`config.mk`:
```
export PLATFORM = sky130hd
export DESIGN_NAME = pc_sequencer
export DESIGN_NICKNAME = d
export VERILOG_FILES = /design/src/rtl/pc_sequencer.sv
export SDC_FILE = /design/constraint.sdc
export NUM_CORES = 1
export LEC_CHECK = 0
export BUFFER_PORTS_ARGS = -buffer_cell sky130_fd_sc_hd__buf_2
export CAP_MARGIN = 25
export CELL_PAD_IN_SITES_DETAIL_PLACEMENT = 1
export CELL_PAD_IN_SITES_GLOBAL_PLACEMENT = 1
export CORE_ASPECT_RATIO = 2
export CORE_MARGIN = 2
export CORE_UTILIZATION = 35
export CTS_BUF_LIST = sky130_fd_sc_hd__clkbuf_4
export DETAILED_ROUTE_END_ITERATION = 16
export GPL_TIMING_DRIVEN = 0
export PLACE_DENSITY = 0.66
export SLEW_MARGIN = 20
export SYNTH_ARGS = -nofsm -noshare
export SYNTH_HDL_FRONTEND = slang
export SYNTH_SLANG_ARGS = --single-unit
```
`constraint.sdc`:
```
create_clock -name clk -period 4.5 [get_ports clk]
set_clock_uncertainty 0.15 [all_clocks]
set_input_delay 0.225 -clock clk [delete_from_list [all_inputs] [get_ports clk]]
set_output_delay 0.225 -clock clk [all_outputs]
set_load 0.005 [all_outputs]
```
`src/rtl/pc_sequencer.sv`:
```
// Program-counter sequencer with a start/stop handshake and a small hardware loop stack.
// Consumes one opcode per unstalled cycle in RUN; every output comes straight from a register.
module pc_sequencer #(
    parameter int                    OPCODE_LEN = 4,
    parameter int                    PC_WIDTH   = 12,
    parameter int                    CNT_WIDTH  = 8,
    parameter int                    LOOP_DEPTH = 4,
    parameter logic [OPCODE_LEN-1:0] OP_STOP    = 4'h8,
    parameter logic [OPCODE_LEN-1:0] OP_JUMP    = 4'h9,
    parameter logic [OPCODE_LEN-1:0] OP_LOOP    = 4'hA,
    parameter logic [OPCODE_LEN-1:0] OP_ENDL    = 4'hB
) (
    input  logic                  clk,
    input  logic                  rstn,
    input  logic                  valid,
    input  logic [PC_WIDTH-1:0]   start_addr,
    input  logic                  stall,
    input  logic [OPCODE_LEN-1:0] instruction,
    input  logic [PC_WIDTH-1:0]   operand,
    output logic [PC_WIDTH-1:0]   pc,
    output logic                  busy,
    output logic                  done,
    output logic                  loop_err
);

    localparam int SP_W  = $clog2(LOOP_DEPTH + 1);
    localparam int IDX_W = (LOOP_DEPTH > 1) ? $clog2(LOOP_DEPTH) : 1;

    typedef enum logic {IDLE, RUN} state_t;

    state_t                r_state;
    state_t                w_stateNext;
    logic [PC_WIDTH-1:0]   r_pc;
    logic                  r_busy;
    logic                  r_done;
    logic                  r_loopErr;
    logic [SP_W-1:0]       r_sp;
    logic [PC_WIDTH-1:0]   r_loopStart [LOOP_DEPTH];
    logic [CNT_WIDTH-1:0]  r_loopCount [LOOP_DEPTH];

    logic [PC_WIDTH-1:0]   w_pcNext;
    logic [PC_WIDTH-1:0]   w_pcInc;
    logic                  w_busyNext;
    logic                  w_doneNext;
    logic                  w_errNext;
    logic [SP_W-1:0]       w_spNext;
    logic                  w_push;
    logic                  w_dec;
    logic                  w_full;
    logic                  w_empty;
    logic [IDX_W-1:0]      w_topIdx;
    logic [IDX_W-1:0]      w_pushIdx;
    logic [CNT_WIDTH-1:0]  w_pushCount;

    assign w_pcInc     = r_pc + PC_WIDTH'(1);
    assign w_full      = (r_sp == SP_W'(LOOP_DEPTH));
    assign w_empty     = (r_sp == '0);
    assign w_topIdx    = IDX_W'(r_sp - SP_W'(1));
    assign w_pushIdx   = IDX_W'(r_sp);
    // A zero iteration count still runs the body once, so it is stored as 1.
    assign w_pushCount = (operand[CNT_WIDTH-1:0] == '0) ? CNT_WIDTH'(1) : operand[CNT_WIDTH-1:0];

    // State and datapath registers; the stack is emptied by clearing only its pointer.
    always_ff @(posedge clk) begin
        if (!rstn) begin
            r_state   <= IDLE;
            r_pc      <= '0;
            r_busy    <= 1'b0;
            r_done    <= 1'b0;
            r_loopErr <= 1'b0;
            r_sp      <= '0;
        end else begin
            r_state   <= w_stateNext;
            r_pc      <= w_pcNext;
            r_busy    <= w_busyNext;
            r_done    <= w_doneNext;
            r_loopErr <= w_errNext;
            r_sp      <= w_spNext;
            if (w_push) begin
                r_loopStart[w_pushIdx] <= w_pcInc;
                r_loopCount[w_pushIdx] <= w_pushCount;
            end
            if (w_dec) begin
                r_loopCount[w_topIdx] <= r_loopCount[w_topIdx] - CNT_WIDTH'(1);
            end
        end
    end

    always_comb begin
        w_stateNext = r_state;
        case (r_state)
            IDLE:    if (valid) w_stateNext = RUN;
            RUN:     if (!stall && instruction == OP_STOP) w_stateNext = IDLE;
            default: w_stateNext = IDLE;
        endcase
    end

    // Next values for the registered outputs and the loop stack; stall freezes all of RUN.
    always_comb begin
        w_pcNext   = r_pc;
        w_busyNext = r_busy;
        w_doneNext = 1'b0;
        w_errNext  = r_loopErr;
        w_spNext   = r_sp;
        w_push     = 1'b0;
        w_dec      = 1'b0;
        case (r_state)
            IDLE: begin
                if (valid) begin
                    w_pcNext   = start_addr;
                    w_busyNext = 1'b1;
                    w_errNext  = 1'b0;
                    w_spNext   = '0;
                end
            end
            RUN: begin
                if (!stall) begin
                    w_pcNext = w_pcInc;
                    case (instruction)
                        OP_STOP: begin
                            w_pcNext   = '0;
                            w_busyNext = 1'b0;
                            w_doneNext = 1'b1;
                            w_spNext   = '0;
                        end
                        OP_JUMP: w_pcNext = operand;
                        OP_LOOP: begin
                            if (w_full) begin
                                w_errNext = 1'b1;
                            end else begin
                                w_push   = 1'b1;
                                w_spNext = r_sp + SP_W'(1);
                            end
                        end
                        OP_ENDL: begin
                            if (w_empty) begin
                                w_errNext = 1'b1;
                            end else if (r_loopCount[w_topIdx] > CNT_WIDTH'(1)) begin
                                w_dec    = 1'b1;
                                w_pcNext = r_loopStart[w_topIdx];
                            end else begin
                                w_spNext = r_sp - SP_W'(1);
                            end
                        end
                        default: ;
                    endcase
                end
            end
            default: ;
        endcase
    end

    assign pc       = r_pc;
    assign busy     = r_busy;
    assign done     = r_done;
    assign loop_err = r_loopErr;

endmodule

```
==> results.cfg <==
[grt]
grt_pass1_vias = 4147
overflow = 0
grt_max_degree = 18
antenna_found_initial = 1
grt_usage_pct = 20.9
grt_pass1_wl_um = 23400

[floorplan]
die_area_um2 = 15300
initial_core_util_pct = 35.9
core-area_um2 = 13900
die-height_um = 173
die-width_um = 88.4
rows = 61
io_pins = 47

[sta]
rsz0062_at_grt = false
hold_viol_final = 0
slew_violations = 0
max_freq_ghz = 0.243
finalSetupViolations = 0
timing.final.crit_share_pct = 91.5
max_slew_margin_pct = 40.9
fin_crit_ns = 4.12
tightest_slew_ns = 0.886

[yosys]
synth_ff_type = edfxtp_1
synth.most_common_cell = edfxtp_1
yosysTopAreaCell = edfxtp_1
synth.avg_cell_area_um2 = 12.5
yosys_warnings = 0
synth_common_cells = 80 x edfxtp_1, 35 x nand2_1, 29 x o21ai_0
ys_top_cells_by_area = edfxtp_1 48%, mux4_2 9.0%, dfxtp_1 7.6%
yosysUniqueCellTypes = 60
synth-async-reset-ratio_pct = 0
syn_area_um2 = 4980
syn_nets = 440
ys_ff_latch = 99
synth_top_area_share_pct = 48.2
syn_inst = 400
synth_seq_area_share_pct = 55.9
synth_edf_count = 80

[clock_network]
cts_buffers = 9
clock_path_buffers = 2
cts_root_buf = clkbuf_4
insertion_delay_ns = 0.47
cts_tree = yes
clock_sinks = 99
ctsHtreeMaxLevel = 3
path_clk_slew_ns = 0.17

[hold_path]
hold_start = start_addr[1]
hold-path-cell-count = 4
hp-class = input pin to flop

[pwr]
intPower_uw = 1210
p_clk_share_pct = 26.8
swShare_pct = 27.0
p_seq_share_pct = 62.0
p_leak_uw = 0.00192
ir_drop_mv = 0.112
powerDensity_nw_per_um2 = 284
p_comb_share_pct = 11.2
netSwitchingPower_uw = 447

[routing]
highest_layer = met4
drtIter0Drc = 179
met3WireLength_um = 538
drc = 0
dr.pass1.iters = 5
via_per_inst = 5.65
postRouteAntennaNets = 0
met1Wirelength_um = 5380
vias = 3773
drt-total-wl_um = 15400
met2_length_um = 8770
wl_per_cell_um = 23.0

[critical_path]
end_kind = flop
cp_cell_sequence = buf_6, buf_6, inv_1, ha_4, buf_4, mux4_2, inv_1, ha_1, nor2_1, or3_1, o21ai_4, buf_4, o31ai_2, buf_4
path_max_fanout = 19
r2r_cells = 14
crit_path_max_incr_delay_ns = 0.47
regToRegStartpoint = r_sp[0]
crit_start = r_sp[0]
critPathArrivalTime_ns = 4.18
slowest_stage = or3_1
crit_required_ns = 4.57
crit_type = flop to flop
startpoint_type = flop
r2r_setup_slack_ns = 0.38
cp_common_cell = buf_4

[cells_and_area]
area_delta_synth_final_pct = 17.0
num-fill-cells = 1537
drive_gt1_share_pct = 23.2
nets = 513
utilization_pct = 42.0
final-instance-count-excl-fill = 668

[place]
place_congestion = 0.883
numPortBuffers = 45
place.detailed.hpwl_um = 11400
dp.cells = 635

[run_status]
status = finished clean

[job]
cap_violations = 0
flip-flops by register name, summed over array words and instances, names as in the netlist:
signal and cells:
done 1, r_sp 3, busy 1, r_state 1, pc 12, r_loopCount 32, loop_err 1, r_loopStart 48
kinds of logic after synthesis:
group	Yosys count	share of synthesized area (%)
fa+ha+maj	8	2.01
mux	25	10.1
compound gates	90	12.1
flops	99	55.9
xor+xnor	19	3.34
buf+inv	31	2.61
simple gates	128	14.0
metrics by stage:
step	setup slack, ns	area [um2]	hold WS (ns)	total power, uW	setup TNS (ns)
2_1_floorplan	-0.0308	4980	0.227	1140	-0.493
3_3_place_gp	-1.54	5440	0.313	1210	-65.22
3_5_place_dp	-1.39	5460	0.327	1220	-69.40
4_1_cts	0.0201	5800	0.00978	1660	0
5_1_grt	0.0894	5830	0.0289	1720	0
6_report	0.385	5830	0.0374	1650	0
routing by layer:
| layer | GRT usage, % | vias up |
|---|---|---|
| met3 | 3.20 | 40 |
| met1 | 21.6 | 1921 |
| met2 | 38.6 | 107 |
| li1 | - | 1705 |
| met4 | 10.6 | 0 |
| met5 | 0 | - |
path summary, 6_finish.rpt:
| check | to |
|---|---|
| worst min-delay path | pc[1] |
| worst min register to register | busy |
| worst max register to register | r_loopCount[3][3] |
| worst max-delay path | r_loopCount[3][3] |
timing repair:
| item | CTS | global route |
|---|---|---|
| gates cloned | 0 | 0 |
| hold buffers | 11 | 0 |
| pin swaps | 3 | 0 |
| setup endpoints to repair | 127 | 71 |
| endpoints found under the hold margin | 9 | 0 |
| setup buffers | 5 | 0 |
| resized for setup | 13 | 6 |
power by group through the flow:
| stage | sequential, uW | clock, uW | combinational, uW |
|---|---|---|---|
| 2_1_floorplan | 1040 | 0 | 97.4 |
| 6_report | 1020 | 444 | 185 |
| 3_5_place_dp | 1040 | 0 | 175 |
| 3_3_place_gp | 1040 | 0 | 168 |
| 5_1_grt | 1030 | 490 | 200 |
| 4_1_cts | 1020 | 457 | 183 |
placed cells by master, fill, tap and decap left out, drive strengths merged, types with 3 or more instances in the layout:
| cell | count |
|---|---|
| edfxtp | 80 |
| buf | 56 |
| nand2 | 35 |
| o21ai | 32 |
| clkbuf | 27 |
| a21oi | 23 |
| nand3 | 21 |
| mux4 | 20 |
| dfxtp | 19 |
| xnor2 | 13 |
| inv | 12 |
| and2 | 11 |
| nor2 | 11 |
| dlygate4sd3 | 11 |
| nand4 | 8 |
| ha | 8 |
| nor3 | 7 |
| xor2 | 6 |
| nand2b | 6 |
| nor4 | 6 |
| or3 | 5 |
| nor2b | 5 |
| mux2i | 4 |
| o221ai | 4 |
| o221a | 4 |
| a211oi | 3 |
| o22ai | 3 |
| clkinv | 3 |
layout make-up:
| class | count | area [um2] | share of cell area (%) |
|---|---|---|---|
| flip-flops and latches | 99 | 2780 | 47.7 |
| multi-input cells | 270 | 2140 | 36.7 |
| repair buffers | 63 | 410 | 7.04 |
| well taps | 189 | 236 | 4.06 |
| plain buffers | 20 | 101 | 1.74 |
| clock buffers | 11 | 82.6 | 1.42 |
| clock inverters | 5 | 38.8 | 0.665 |
| inverters | 10 | 37.5 | 0.644 |
| diodes | 1 | 2.50 | 0.0429 |
critical path: cells and delay by family (launching register included):
kind | cells | cell delay (ns)
fa+ha+maj | 2 | 0.57
simple gates | 2 | 0.55
flops | 1 | 0.42
buf+inv | 7 | 1.42
compound gates | 2 | 0.33
mux | 1 | 0.37
Power figures use the tool's default switching activity.
